**src/rtl/CSR_pkg.sv**
```systemverilog
`default_nettype none
// ============================================================================
//  Module      : CSR_pkg
//  Description : Shared widths, CSR address map, bit indices and FSM state
//                encoding for the machine-mode CSR unit.
//  Revision    : 1.0  initial release
// ============================================================================
package CSR_pkg;

    localparam int CSR_DATA_WIDTH = 32;
    localparam int CSR_ADDR_WIDTH = 12;

    // CSR address map
    localparam logic [CSR_ADDR_WIDTH-1:0] CSR_MSTATUS   = 12'h300;
    localparam logic [CSR_ADDR_WIDTH-1:0] CSR_MIE       = 12'h304;
    localparam logic [CSR_ADDR_WIDTH-1:0] CSR_MTVEC     = 12'h305;
    localparam logic [CSR_ADDR_WIDTH-1:0] CSR_MEPC      = 12'h341;
    localparam logic [CSR_ADDR_WIDTH-1:0] CSR_MIP       = 12'h344;
    localparam logic [CSR_ADDR_WIDTH-1:0] CSR_MCYCLE    = 12'hB00;
    localparam logic [CSR_ADDR_WIDTH-1:0] CSR_MINSTRET  = 12'hB02;
    localparam logic [CSR_ADDR_WIDTH-1:0] CSR_MCYCLEH   = 12'hB80;
    localparam logic [CSR_ADDR_WIDTH-1:0] CSR_MINSTRETH = 12'hB82;

    // Bit positions inside mstatus / mie / mip
    localparam int MIE_BIT  = 3;
    localparam int MPIE_BIT = 7;
    localparam int MTIE_BIT = 7;
    localparam int MEIE_BIT = 11;

    typedef enum logic [1:0] {
        RUN  = 2'd0,
        WFI  = 2'd1,
        TRAP = 2'd2
    } csr_state_t;

endpackage
`default_nettype wire

```
**src/rtl/CSR_ctrl_intf.sv**
```systemverilog
`default_nettype none
// ============================================================================
//  Module      : CSR_ctrl_intf
//  Description : CPU <-> CSR unit control interface. The CPU drives the cpu
//                modport, the CSR unit consumes the register modport.
//  Revision    : 1.0  initial release
// ============================================================================
interface CSR_ctrl_intf;
    import CSR_pkg::*;

    logic [CSR_DATA_WIDTH-1:0] CSR_wdata;
    logic [CSR_ADDR_WIDTH-1:0] CSR_addr;
    logic                      CSR_wait;
    logic                      CSR_ret;
    logic                      CSR_write;
    logic [CSR_DATA_WIDTH-1:0] curr_pc;
    logic [CSR_DATA_WIDTH-1:0] CSR_rdata;
    logic [CSR_DATA_WIDTH-1:0] CSR_ret_PC;
    logic [CSR_DATA_WIDTH-1:0] CSR_ISR_PC;

    modport cpu (
        output CSR_wdata, CSR_addr, CSR_wait, CSR_ret, CSR_write, curr_pc,
        input  CSR_rdata, CSR_ret_PC, CSR_ISR_PC
    );

    modport register (
        input  CSR_wdata, CSR_addr, CSR_wait, CSR_ret, CSR_write, curr_pc,
        output CSR_rdata, CSR_ret_PC, CSR_ISR_PC
    );

endinterface
`default_nettype wire

```
**src/rtl/csr_counter64.sv**
```systemverilog
`default_nettype none
// ============================================================================
//  Module      : csr_counter64
//  Description : 64-bit free/enabled counter kept as two 32-bit halves so the
//                CSR read mux can pick lo/hi directly. Carry into the high
//                half happens in the same cycle the low half wraps.
//  Revision    : 1.0  initial release
// ============================================================================
module csr_counter64 (
    input  logic        clk,
    input  logic        rst,
    input  logic        inc_i,
    output logic [31:0] lo_o,
    output logic [31:0] hi_o
);

    logic [31:0] lo_q;
    logic [31:0] hi_q;

    // Increment low half; bump high half when the low half rolls over.
    always_ff @(posedge clk or posedge rst) begin
        if (rst) begin
            lo_q <= 32'd0;
            hi_q <= 32'd0;
        end else if (inc_i) begin
            lo_q <= lo_q + 32'd1;
            if (lo_q == 32'hFFFF_FFFF) begin
                hi_q <= hi_q + 32'd1;
            end
        end
    end

    assign lo_o = lo_q;
    assign hi_o = hi_q;

endmodule
`default_nettype wire

```
**src/rtl/csr_unit.sv**
```systemverilog
`default_nettype none
// ============================================================================
//  Module      : csr_unit
//  Description : Machine-mode CSR file (mstatus/mie/mip/mtvec/mepc, 64-bit
//                mcycle/minstret) plus the RUN/WFI/TRAP interrupt sequencer.
//  Revision    : 1.0  initial release
// ============================================================================
module csr_unit
    import CSR_pkg::*;
#(
    parameter logic [CSR_DATA_WIDTH-1:0] MTVEC_RESET = 32'h0001_0000
) (
    input  logic                  clk,
    input  logic                  rst,
    CSR_ctrl_intf.register        csr_if,
    input  logic                  ext_irq,
    input  logic                  timer_irq,
    input  logic                  stall,
    input  logic                  instr_retire,
    output logic                  trap_taken
);

    csr_state_t                state_q, state_d;

    logic                      mstatus_mie_q;
    logic                      mstatus_mpie_q;
    logic                      mie_meie_q;
    logic                      mie_mtie_q;
    logic                      mip_meip_q;
    logic                      mip_mtip_q;
    logic [CSR_DATA_WIDTH-1:0] mepc_q;
    logic [CSR_DATA_WIDTH-1:0] wfi_pc_q;

    logic [31:0]               w_mcycle_lo, w_mcycle_hi;
    logic [31:0]               w_minstret_lo, w_minstret_hi;

    logic                      w_pending;
    logic                      w_trap_commit;
    logic [CSR_DATA_WIDTH-1:0] w_trap_target;
    logic                      w_wfi_latch;
    logic                      w_mret;

    logic                      w_wr_mstatus;
    logic                      w_wr_mie;
    logic                      w_wr_mepc;

    logic [CSR_DATA_WIDTH-1:0] w_mstatus;
    logic [CSR_DATA_WIDTH-1:0] w_mie;
    logic [CSR_DATA_WIDTH-1:0] w_mip;

    assign w_wr_mstatus = csr_if.CSR_write && (csr_if.CSR_addr == CSR_MSTATUS);
    assign w_wr_mie     = csr_if.CSR_write && (csr_if.CSR_addr == CSR_MIE);
    assign w_wr_mepc    = csr_if.CSR_write && (csr_if.CSR_addr == CSR_MEPC);

    // Registered mip means an irq needs at least one cycle to become pending.
    assign w_pending = mstatus_mie_q &
                       ((mie_meie_q & mip_meip_q) | (mie_mtie_q & mip_mtip_q));

    // Assemble architectural views; MPP is hardwired to machine mode.
    always_comb begin
        w_mstatus           = 32'd0;
        w_mstatus[12:11]    = 2'b11;
        w_mstatus[MIE_BIT]  = mstatus_mie_q;
        w_mstatus[MPIE_BIT] = mstatus_mpie_q;
        w_mie               = 32'd0;
        w_mie[MEIE_BIT]     = mie_meie_q;
        w_mie[MTIE_BIT]     = mie_mtie_q;
        w_mip               = 32'd0;
        w_mip[MEIE_BIT]     = mip_meip_q;
        w_mip[MTIE_BIT]     = mip_mtip_q;
    end

    // Zero-latency read mux; unmapped addresses read as zero.
    always_comb begin
        case (csr_if.CSR_addr)
            CSR_MSTATUS:   csr_if.CSR_rdata = w_mstatus;
            CSR_MIE:       csr_if.CSR_rdata = w_mie;
            CSR_MTVEC:     csr_if.CSR_rdata = MTVEC_RESET;
            CSR_MEPC:      csr_if.CSR_rdata = mepc_q;
            CSR_MIP:       csr_if.CSR_rdata = w_mip;
            CSR_MCYCLE:    csr_if.CSR_rdata = w_mcycle_lo;
            CSR_MCYCLEH:   csr_if.CSR_rdata = w_mcycle_hi;
            CSR_MINSTRET:  csr_if.CSR_rdata = w_minstret_lo;
            CSR_MINSTRETH: csr_if.CSR_rdata = w_minstret_hi;
            default:       csr_if.CSR_rdata = 32'd0;
        endcase
    end

    assign csr_if.CSR_ISR_PC = MTVEC_RESET;
    assign csr_if.CSR_ret_PC = mepc_q;
    assign trap_taken        = (state_q == TRAP);

    // Next-state logic: MRET outranks both WFI entry and interrupts.
    always_comb begin
        state_d       = state_q;
        w_trap_commit = 1'b0;
        w_trap_target = 32'd0;
        w_wfi_latch   = 1'b0;
        w_mret        = 1'b0;
        case (state_q)
            RUN: begin
                if (csr_if.CSR_ret) begin
                    w_mret = 1'b1;
                end else if (csr_if.CSR_wait) begin
                    if (w_pending) begin
                        state_d       = TRAP;
                        w_trap_commit = 1'b1;
                        w_trap_target = csr_if.curr_pc + 32'd4;
                    end else begin
                        state_d     = WFI;
                        w_wfi_latch = 1'b1;
                    end
                end else if (w_pending && !stall) begin
                    state_d       = TRAP;
                    w_trap_commit = 1'b1;
                    w_trap_target = csr_if.curr_pc;
                end
            end
            WFI: begin
                if (w_pending) begin
                    state_d       = TRAP;
                    w_trap_commit = 1'b1;
                    w_trap_target = wfi_pc_q + 32'd4;
                end
            end
            TRAP: begin
                state_d = RUN;
            end
            default: begin
                state_d = RUN;
            end
        endcase
    end

    // FSM state register.
    always_ff @(posedge clk or posedge rst) begin
        if (rst) begin
            state_q <= RUN;
        end else begin
            state_q <= state_d;
        end
    end

    // mstatus / mepc: trap commit beats MRET, which beats a software write.
    always_ff @(posedge clk or posedge rst) begin
        if (rst) begin
            mstatus_mie_q  <= 1'b0;
            mstatus_mpie_q <= 1'b0;
            mepc_q         <= 32'd0;
        end else if (w_trap_commit) begin
            mstatus_mpie_q <= mstatus_mie_q;
            mstatus_mie_q  <= 1'b0;
            mepc_q         <= {w_trap_target[31:2], 2'b00};
        end else begin
            if (w_mret) begin
                mstatus_mie_q  <= mstatus_mpie_q;
                mstatus_mpie_q <= 1'b1;
            end else if (w_wr_mstatus) begin
                mstatus_mie_q  <= csr_if.CSR_wdata[MIE_BIT];
                mstatus_mpie_q <= csr_if.CSR_wdata[MPIE_BIT];
            end
            if (w_wr_mepc) begin
                mepc_q <= {csr_if.CSR_wdata[31:2], 2'b00};
            end
        end
    end

    // mie enables, mip sampling and the WFI resume PC.
    always_ff @(posedge clk or posedge rst) begin
        if (rst) begin
            mie_meie_q <= 1'b0;
            mie_mtie_q <= 1'b0;
            mip_meip_q <= 1'b0;
            mip_mtip_q <= 1'b0;
            wfi_pc_q   <= 32'd0;
        end else begin
            if (w_wr_mie) begin
                mie_meie_q <= csr_if.CSR_wdata[MEIE_BIT];
                mie_mtie_q <= csr_if.CSR_wdata[MTIE_BIT];
            end
            mip_meip_q <= ext_irq;
            mip_mtip_q <= timer_irq;
            if (w_wfi_latch) begin
                wfi_pc_q <= csr_if.curr_pc;
            end
        end
    end

    csr_counter64 u_mcycle (
        .clk   (clk),
        .rst   (rst),
        .inc_i (1'b1),
        .lo_o  (w_mcycle_lo),
        .hi_o  (w_mcycle_hi)
    );

    csr_counter64 u_minstret (
        .clk   (clk),
        .rst   (rst),
        .inc_i (instr_retire),
        .lo_o  (w_minstret_lo),
        .hi_o  (w_minstret_hi)
    );

endmodule
`default_nettype wire

```
**src/flat_wrapper.sv**
```systemverilog
// flat-port wrapper written by rule: the top's interface ports become plain ports
module csr_unit_flat import CSR_pkg::*;
#(
    parameter logic [CSR_DATA_WIDTH-1:0] MTVEC_RESET = 32'h0001_0000
)
  (clk, rst, ext_irq, timer_irq, stall, instr_retire, trap_taken, csr_if_CSR_wdata, csr_if_CSR_addr, csr_if_CSR_wait, csr_if_CSR_ret, csr_if_CSR_write, csr_if_curr_pc, csr_if_CSR_rdata, csr_if_CSR_ret_PC, csr_if_CSR_ISR_PC);
  CSR_ctrl_intf csr_if_i ();
  input  logic clk;
  input  logic rst;
  input  logic ext_irq;
  input  logic timer_irq;
  input  logic stall;
  input  logic instr_retire;
  output logic trap_taken;
  input wire logic [$bits(csr_if_i.CSR_wdata)-1:0] csr_if_CSR_wdata;
  input wire logic [$bits(csr_if_i.CSR_addr)-1:0] csr_if_CSR_addr;
  input wire logic [$bits(csr_if_i.CSR_wait)-1:0] csr_if_CSR_wait;
  input wire logic [$bits(csr_if_i.CSR_ret)-1:0] csr_if_CSR_ret;
  input wire logic [$bits(csr_if_i.CSR_write)-1:0] csr_if_CSR_write;
  input wire logic [$bits(csr_if_i.curr_pc)-1:0] csr_if_curr_pc;
  output wire logic [$bits(csr_if_i.CSR_rdata)-1:0] csr_if_CSR_rdata;
  output wire logic [$bits(csr_if_i.CSR_ret_PC)-1:0] csr_if_CSR_ret_PC;
  output wire logic [$bits(csr_if_i.CSR_ISR_PC)-1:0] csr_if_CSR_ISR_PC;
  assign csr_if_i.CSR_wdata = csr_if_CSR_wdata;
  assign csr_if_i.CSR_addr = csr_if_CSR_addr;
  assign csr_if_i.CSR_wait = csr_if_CSR_wait;
  assign csr_if_i.CSR_ret = csr_if_CSR_ret;
  assign csr_if_i.CSR_write = csr_if_CSR_write;
  assign csr_if_i.curr_pc = csr_if_curr_pc;
  assign csr_if_CSR_rdata = csr_if_i.CSR_rdata;
  assign csr_if_CSR_ret_PC = csr_if_i.CSR_ret_PC;
  assign csr_if_CSR_ISR_PC = csr_if_i.CSR_ISR_PC;
  csr_unit #(.MTVEC_RESET(MTVEC_RESET)) u_core (.clk(clk), .rst(rst), .csr_if(csr_if_i), .ext_irq(ext_irq), .timer_irq(timer_irq), .stall(stall), .instr_retire(instr_retire), .trap_taken(trap_taken));
endmodule
```
**config.mk**
```make
export PLATFORM = sky130hd
export DESIGN_NAME = csr_unit_flat
export DESIGN_NICKNAME = d
export VERILOG_FILES = /design/src/rtl/CSR_pkg.sv /design/src/rtl/CSR_ctrl_intf.sv /design/src/rtl/csr_counter64.sv /design/src/rtl/csr_unit.sv /design/src/flat_wrapper.sv
export SDC_FILE = /design/constraint.sdc
export NUM_CORES = 1
export LEC_CHECK = 0
export ABC_AREA = 1
export BUFFER_PORTS_ARGS = -buffer_cell sky130_fd_sc_hd__buf_2
export CAP_MARGIN = 20
export CELL_PAD_IN_SITES_DETAIL_PLACEMENT = 2
export CELL_PAD_IN_SITES_GLOBAL_PLACEMENT = 2
export CORE_UTILIZATION = 35
export DETAILED_ROUTE_END_ITERATION = 8
export PLACE_DENSITY_LB_ADDON = 0.05
export SLEW_MARGIN = 15
export SYNTH_ARGS = -nofsm -noshare
export SYNTH_HDL_FRONTEND = slang
export SYNTH_HIERARCHICAL = 1
export SYNTH_SLANG_ARGS = --single-unit
```
**constraint.sdc**
```tcl
create_clock -name clk -period 3.4 [get_ports clk]
set_input_delay 0.34 -clock clk [delete_from_list [all_inputs] [get_ports clk]]
set_output_delay 0.34 -clock clk [all_outputs]
set_load 0.1 [all_outputs]
```
# Word-level counts from Yosys, hierarchy flattened
# Cells that the tools add are included.
# totals
out_inout_bits	97
ff_bits	200
mem_count	0
latch_bits	0
mem_bits_ro	0
inputBits	85
mem_bits_rw	0
# op_classes
n_eq_ne	16
muxes	32
n_reduce_logical	10
shift	0
n_bitwise	4
div_mod_pow	0
n_mul	0
magnitude_cmp	0
addsub	6
# op_table
op	n
case mux 32 bit (9 select lines)	1
2-to-1 mux 32 bit	7
adder 32 x 1 -> 32 bit, second input constant	4
adder 32 x 3 -> 32 bit, second input constant	2
equality test 32 bit, second input constant	2
case mux 32 bit (2 select lines)	1
equality test 12 x 10 -> 1 bit, second input constant	5
equality test 12 bit, second input constant	4
2-to-1 mux 1 bit	16
2-to-1 mux 2 bit	5
logical AND 1 bit	4
case mux 2 bit (2 select lines)	1
bitwise AND 1 bit	3
!= test 3 x 2 -> 1 bit, second input constant	1
AND reduction 3 bit	1
nonzero test 3 bit	1
equality test 2 x 1 -> 1 bit, second input constant	1
equality test 2 bit, second input constant	1
zero test 2 bit	1
!= test 2 x 1 -> 1 bit, second input constant	1
!= test 2 bit, second input constant	1
case mux 1 bit (2 select lines)	1
AND reduction 2 bit	1
nonzero test 2 bit	1
2 further kinds	2

# Depth between registers and ports, before layout
# logic_depth
ltp_word	9
depth_mapped	13
ltp_nobuf	13

# Modules after synthesis
# Netlist, hierarchy kept.
# modules_own_cells
mod	cells_per_inst	area_each_um2	instances
csr_counter64	570	3880.0	2
csr_unit	1239	7206.9	1

# Least setup slack after synthesis
# Ideal clock, no wire load.
# synth_path
path_type	input-to-output
startpoint	input csr_if_CSR_addr[5]
endpoint	output csr_if_CSR_rdata[10]
t_required_ns	3.060
arrival_time_ns	2.781
slack_ns	0.279
stages	6
path_buffers	1
cell_sequence	nor2_1 inv_2 nor3_4 nand3b_1 clkbuf_1 o2111ai_1
# synth_between
elab_chain_len	2
word_cells_on_any_way	10
cone_classes	9 x eq/ne; 1 x mux
# synth_rtl
element	line	source
start: declaration	flat_wrapper.sv:16	input wire logic [$bits(csr_if_i.CSR_addr)-1:0] csr_if_CSR_addr;
equality test 12 bit or equality test 12 x 10 -> 1 bit (tied branches)	csr_unit.sv:75	case (csr_if.CSR_addr)
case mux 32 bit (9 select lines) *	csr_unit.sv:75	
end: declaration	flat_wrapper.sv:21	output wire logic [$bits(csr_if_i.CSR_rdata)-1:0] csr_if_CSR_rdata;
# Every way passes the cells marked *; elsewhere a longest branch is shown, timed or not.

# Worst setup path in the final report
# layout_path
startpoint	input csr_if_CSR_addr[5]
endpoint	output csr_if_CSR_rdata[3]
# Same word-level chain as after synthesis.

==> out/metrics.yaml <==
finish:
  fin_nets: 2600
  post-route-util: 0.4102
  fill_cells: 5267
  ff_latch_area_mm2: 0.004905
  multi_input_area_mm2: 0.008383
  post_route_cells_drive_above_1_share: 0.1047
  diodes: 0
  area_growth_syn_to_layout_pct: 15.22
grt:
  antenna_found_initial: 0
  track_usage: 0.3230
  grt-ovfl-total: 0
  grt_pass1_vias: 17727
  grt_max_degree: 52
  grt_first_pass_wirelength_um: 106100
sta:
  finalCritPeriodShare: 0.8930
  min_period_ps: 3036
  tightest_slew_ps: 832.4
  hold_viol_final: 0
  setup_viol: 0
  clock-skew-final_ps: 11.18
  grt_setup_unrepaired: "false"
  slew_violations: 0
  slew_headroom: 0.4443
  setup_tns_ps: 0
  fmax_mhz: 329.3
cts:
  clk_path_buf_depth: 2
  cts_buffers: 17
  clk_latency_ps: 500
  cts_resized: 0
  cts.reportedPaths.clkPinSlew_ps: 70
  tritoncts: "built"
  clock-sinks: 196
  root_buffer: "clkbuf_16"
  cts-htree-levels: 4
die:
  die-height_um: 208.8
  ioPinCount: 182
  die_w_um: 208.8
  initial_core_util: 0.3560
  core_area_mm2: 0.04204
  die_area_mm2: 0.04359
  rows: 75
routing:
  num_vias: 16221
  drc: 0
  antenna_left: 0
  drt_iter0_drc: 718
  drt_pass1_iterations: 5
  routed_via_density: 5.301
  wl_um: 69120
  wl_per_cell_um: 22.59
critical_path:
  critPathKind: "in2out"
  cp-end-kind: "output pin"
  critPathLaunchType: "input port"
  r2r_slack_ps: 840
  reg2reg_from: "u_core/mip_meip_q"
  cp_max_fo: 8
  arrival_ps: 2700
  reg2regPathDepth: 12
  regToRegEndpoint: "u_core/csr_if.CSR_ret_PC[17]"
  worstPathRequired_ps: 3060
synth:
  ys_types: 49
  yosysTopAreaCell: "dfrtp_1"
  ys_seq_area_frac: 0.3277
  yosysWarnings: 6
  synth_top_area_frac: 0.3277
  ys_ff_latch: 196
  syn-cell-area_mm2: 0.01497
  synth_edf_count: 0
  synthTopCellsByArea: "dfrtp_1 33%, nand2_1 21%, nor2_1 8.2%, inv_1 8.0%, nand3_1 7.0%"
  synthArstFlopShare: 1.000
  syn_avg_cell_area_um2: 6.291
  synthCells: 2379
  ys.flop_type: "dfrtp_1"
worst_hold_path:
  min_path_type: "in2reg"
  hp-start: "csr_if_CSR_wdata[8]"
  hold_end: "u_core/csr_if.CSR_ret_PC[8]"
  holdPathStages: 3
pwr:
  clkPwrFrac: 0.348
  power.switching_mw: 2.458
  ir_drop_mv: 0.2943
  p_leak_nw: 7.859
  switching_share: 0.3644
  power_frac_comb: 0.198
  seqPwrFrac: 0.454
  intPower_mw: 4.287
  p_per_area_mw_per_mm2: 391.1
placement:
  gp_routability_congestion: 0.9295
  dp_hpwl_um: 55750
  io_buffers: 143
job:
  maxCapViolations: 0
outcome:
  outcome: "finished, final reports clean"
[synthesized netlist by cell type (11+ instances only)]
cell	instances
xnor2_1	36
buf_2	21
xor2_1	49
nor2_2	19
dfrtp_1	196
nor2_1	325
clkbuf_1	19
o21ai_0	73
a21oi_1	23
nand2_1	842
nor2_4	11
buf_4	39
nand4_1	40
o22ai_1	31
inv_1	320
nand3_1	208
o2111ai_1	27
[kinds of logic (layout without fill, tap and decap cells)]
kind of cell	count (synthesis)	after routing	synth area share
adders and majority gates	6	6	0.005016
AOI/OAI and AO/OA	189	189	0.07808
xor gates and xnor gates	85	85	0.04974
and+or+nand+nor	1481	1481	0.4179
DFF	196	196	0.3277
other	2	35	0.0005018
buffers and inverters	420	529	0.1211
[stage by stage]
stage	instances	power, mW	hold slack, ps	area, um^2	setup slack, ps
2_1_floorplan	2412	3.904	371.4	15090	279.0
3_3_place_gp	3026	4.330	444.1	16560	547.7
3_5_place_dp	3026	4.416	452.6	16560	515.4
4_1_cts	3060	6.781	85.32	17250	478.0
5_1_grt	3060	7.013	102.3	17250	375.1
6_report	3060	6.745	114.2	17250	363.7
[cell type report]
cell class / count / share of cell area
clock inverters: 7 / 0.008271
clock buffers: 24 / 0.02967
flip-flops and latches: 196 / 0.2844
repair buffers: 165 / 0.07937
well taps: 539 / 0.03911
multi-input cells: 1796 / 0.4861
inverters: 333 / 0.07306
[registers in the layout, indices dropped and copies added (netlist names)]
register                  flops
u_core/u_mcycle/hi_o         32
u_core/u_mcycle/lo_o         32
u_core/u_minstret/hi_o       32
u_core/u_minstret/lo_o       32
u_core/csr_if.CSR_ret_PC     30
u_core/wfi_pc_q              30
u_core/state_q                2
u_core/mie_meie_q             1
u_core/mie_mtie_q             1
u_core/mip_meip_q             1
u_core/mip_mtip_q             1
u_core/mstatus_mie_q          1
u_core/mstatus_mpie_q         1
[power by group through the flow]
| stage | clock, mW | sequential, mW | combinational, mW |
|---|---|---|---|
| after floorplan | 0 | 3.08 | 0.828 |
| after global placement | 0 | 3.07 | 1.26 |
| after detailed placement | 0 | 3.09 | 1.33 |
| after CTS | 2.39 | 3.05 | 1.34 |
| after global routing | 2.45 | 3.09 | 1.47 |
| final | 2.34 | 3.06 | 1.34 |
[per-layer routing]
metal  up-vias  track usage  share of wire
met1      8126       0.3924           0.42
met5         -            0              0
li1       7620            -              -
met3       128      0.03141          0.031
met4         0       0.1658          0.048
met2       347       0.5663           0.50
[cell usage in the layout (no fill, tap or decap), types with 3 or more instances in the layout]
cell / count
a21o_1: 4
a21oi_1: 23
and2_1: 5
buf_12: 32
buf_2: 111
buf_4: 19
bufinv_16: 4
clkbuf_16: 17
clkbuf_8: 6
clkinvlp_4: 3
conb_1: 35
dfrtp_1: 196
dlygate4sd3_1: 3
ha_1: 6
inv_1: 317
inv_2: 10
nand2_1: 842
nand2_2: 4
nand3_1: 208
nand3_2: 4
nand3b_1: 4
nand4_1: 40
nor2_1: 324
nor2_2: 20
nor2_4: 11
nor2_8: 3
nor3_1: 3
nor3_4: 4
o2111ai_1: 27
o211ai_1: 7
o21ai_0: 73
o21ai_1: 10
o21bai_1: 3
o22ai_1: 31
o31ai_1: 3
or2_2: 4
xnor2_1: 36
xor2_1: 49
[what timing repair did]
action / in CTS / in global routing
hold endpoints to repair: 33 / 0
buffers inserted: 0 / 0
hold buffers: 3 / 0
[how the worst max path moves through the flow]
stage,startpoint,end,slack (ps),cells after the start
finish,csr_if_CSR_addr[5],csr_if_CSR_rdata[3],360,12
global placement,csr_if_CSR_addr[5],csr_if_CSR_rdata[3],550,12
CTS,csr_if_CSR_addr[5],csr_if_CSR_rdata[3],480,12
floorplan,csr_if_CSR_addr[5],csr_if_CSR_rdata[10],280,6
global route,csr_if_CSR_addr[5],csr_if_CSR_rdata[3],380,12
detailed placement,csr_if_CSR_addr[5],csr_if_CSR_rdata[3],520,12
[worst max-delay path, stage by stage]
cell and delay, ps:
buf_2 90, nor2_1 210, inv_2 100, nor3_4 110, buf_4 220, inv_2 50
nor2_2 110, nand3_2 270, o21ai_0 500, nor2_1 180, o211ai_1 240, buf_12 230
Power figures use the tool's default switching activity.
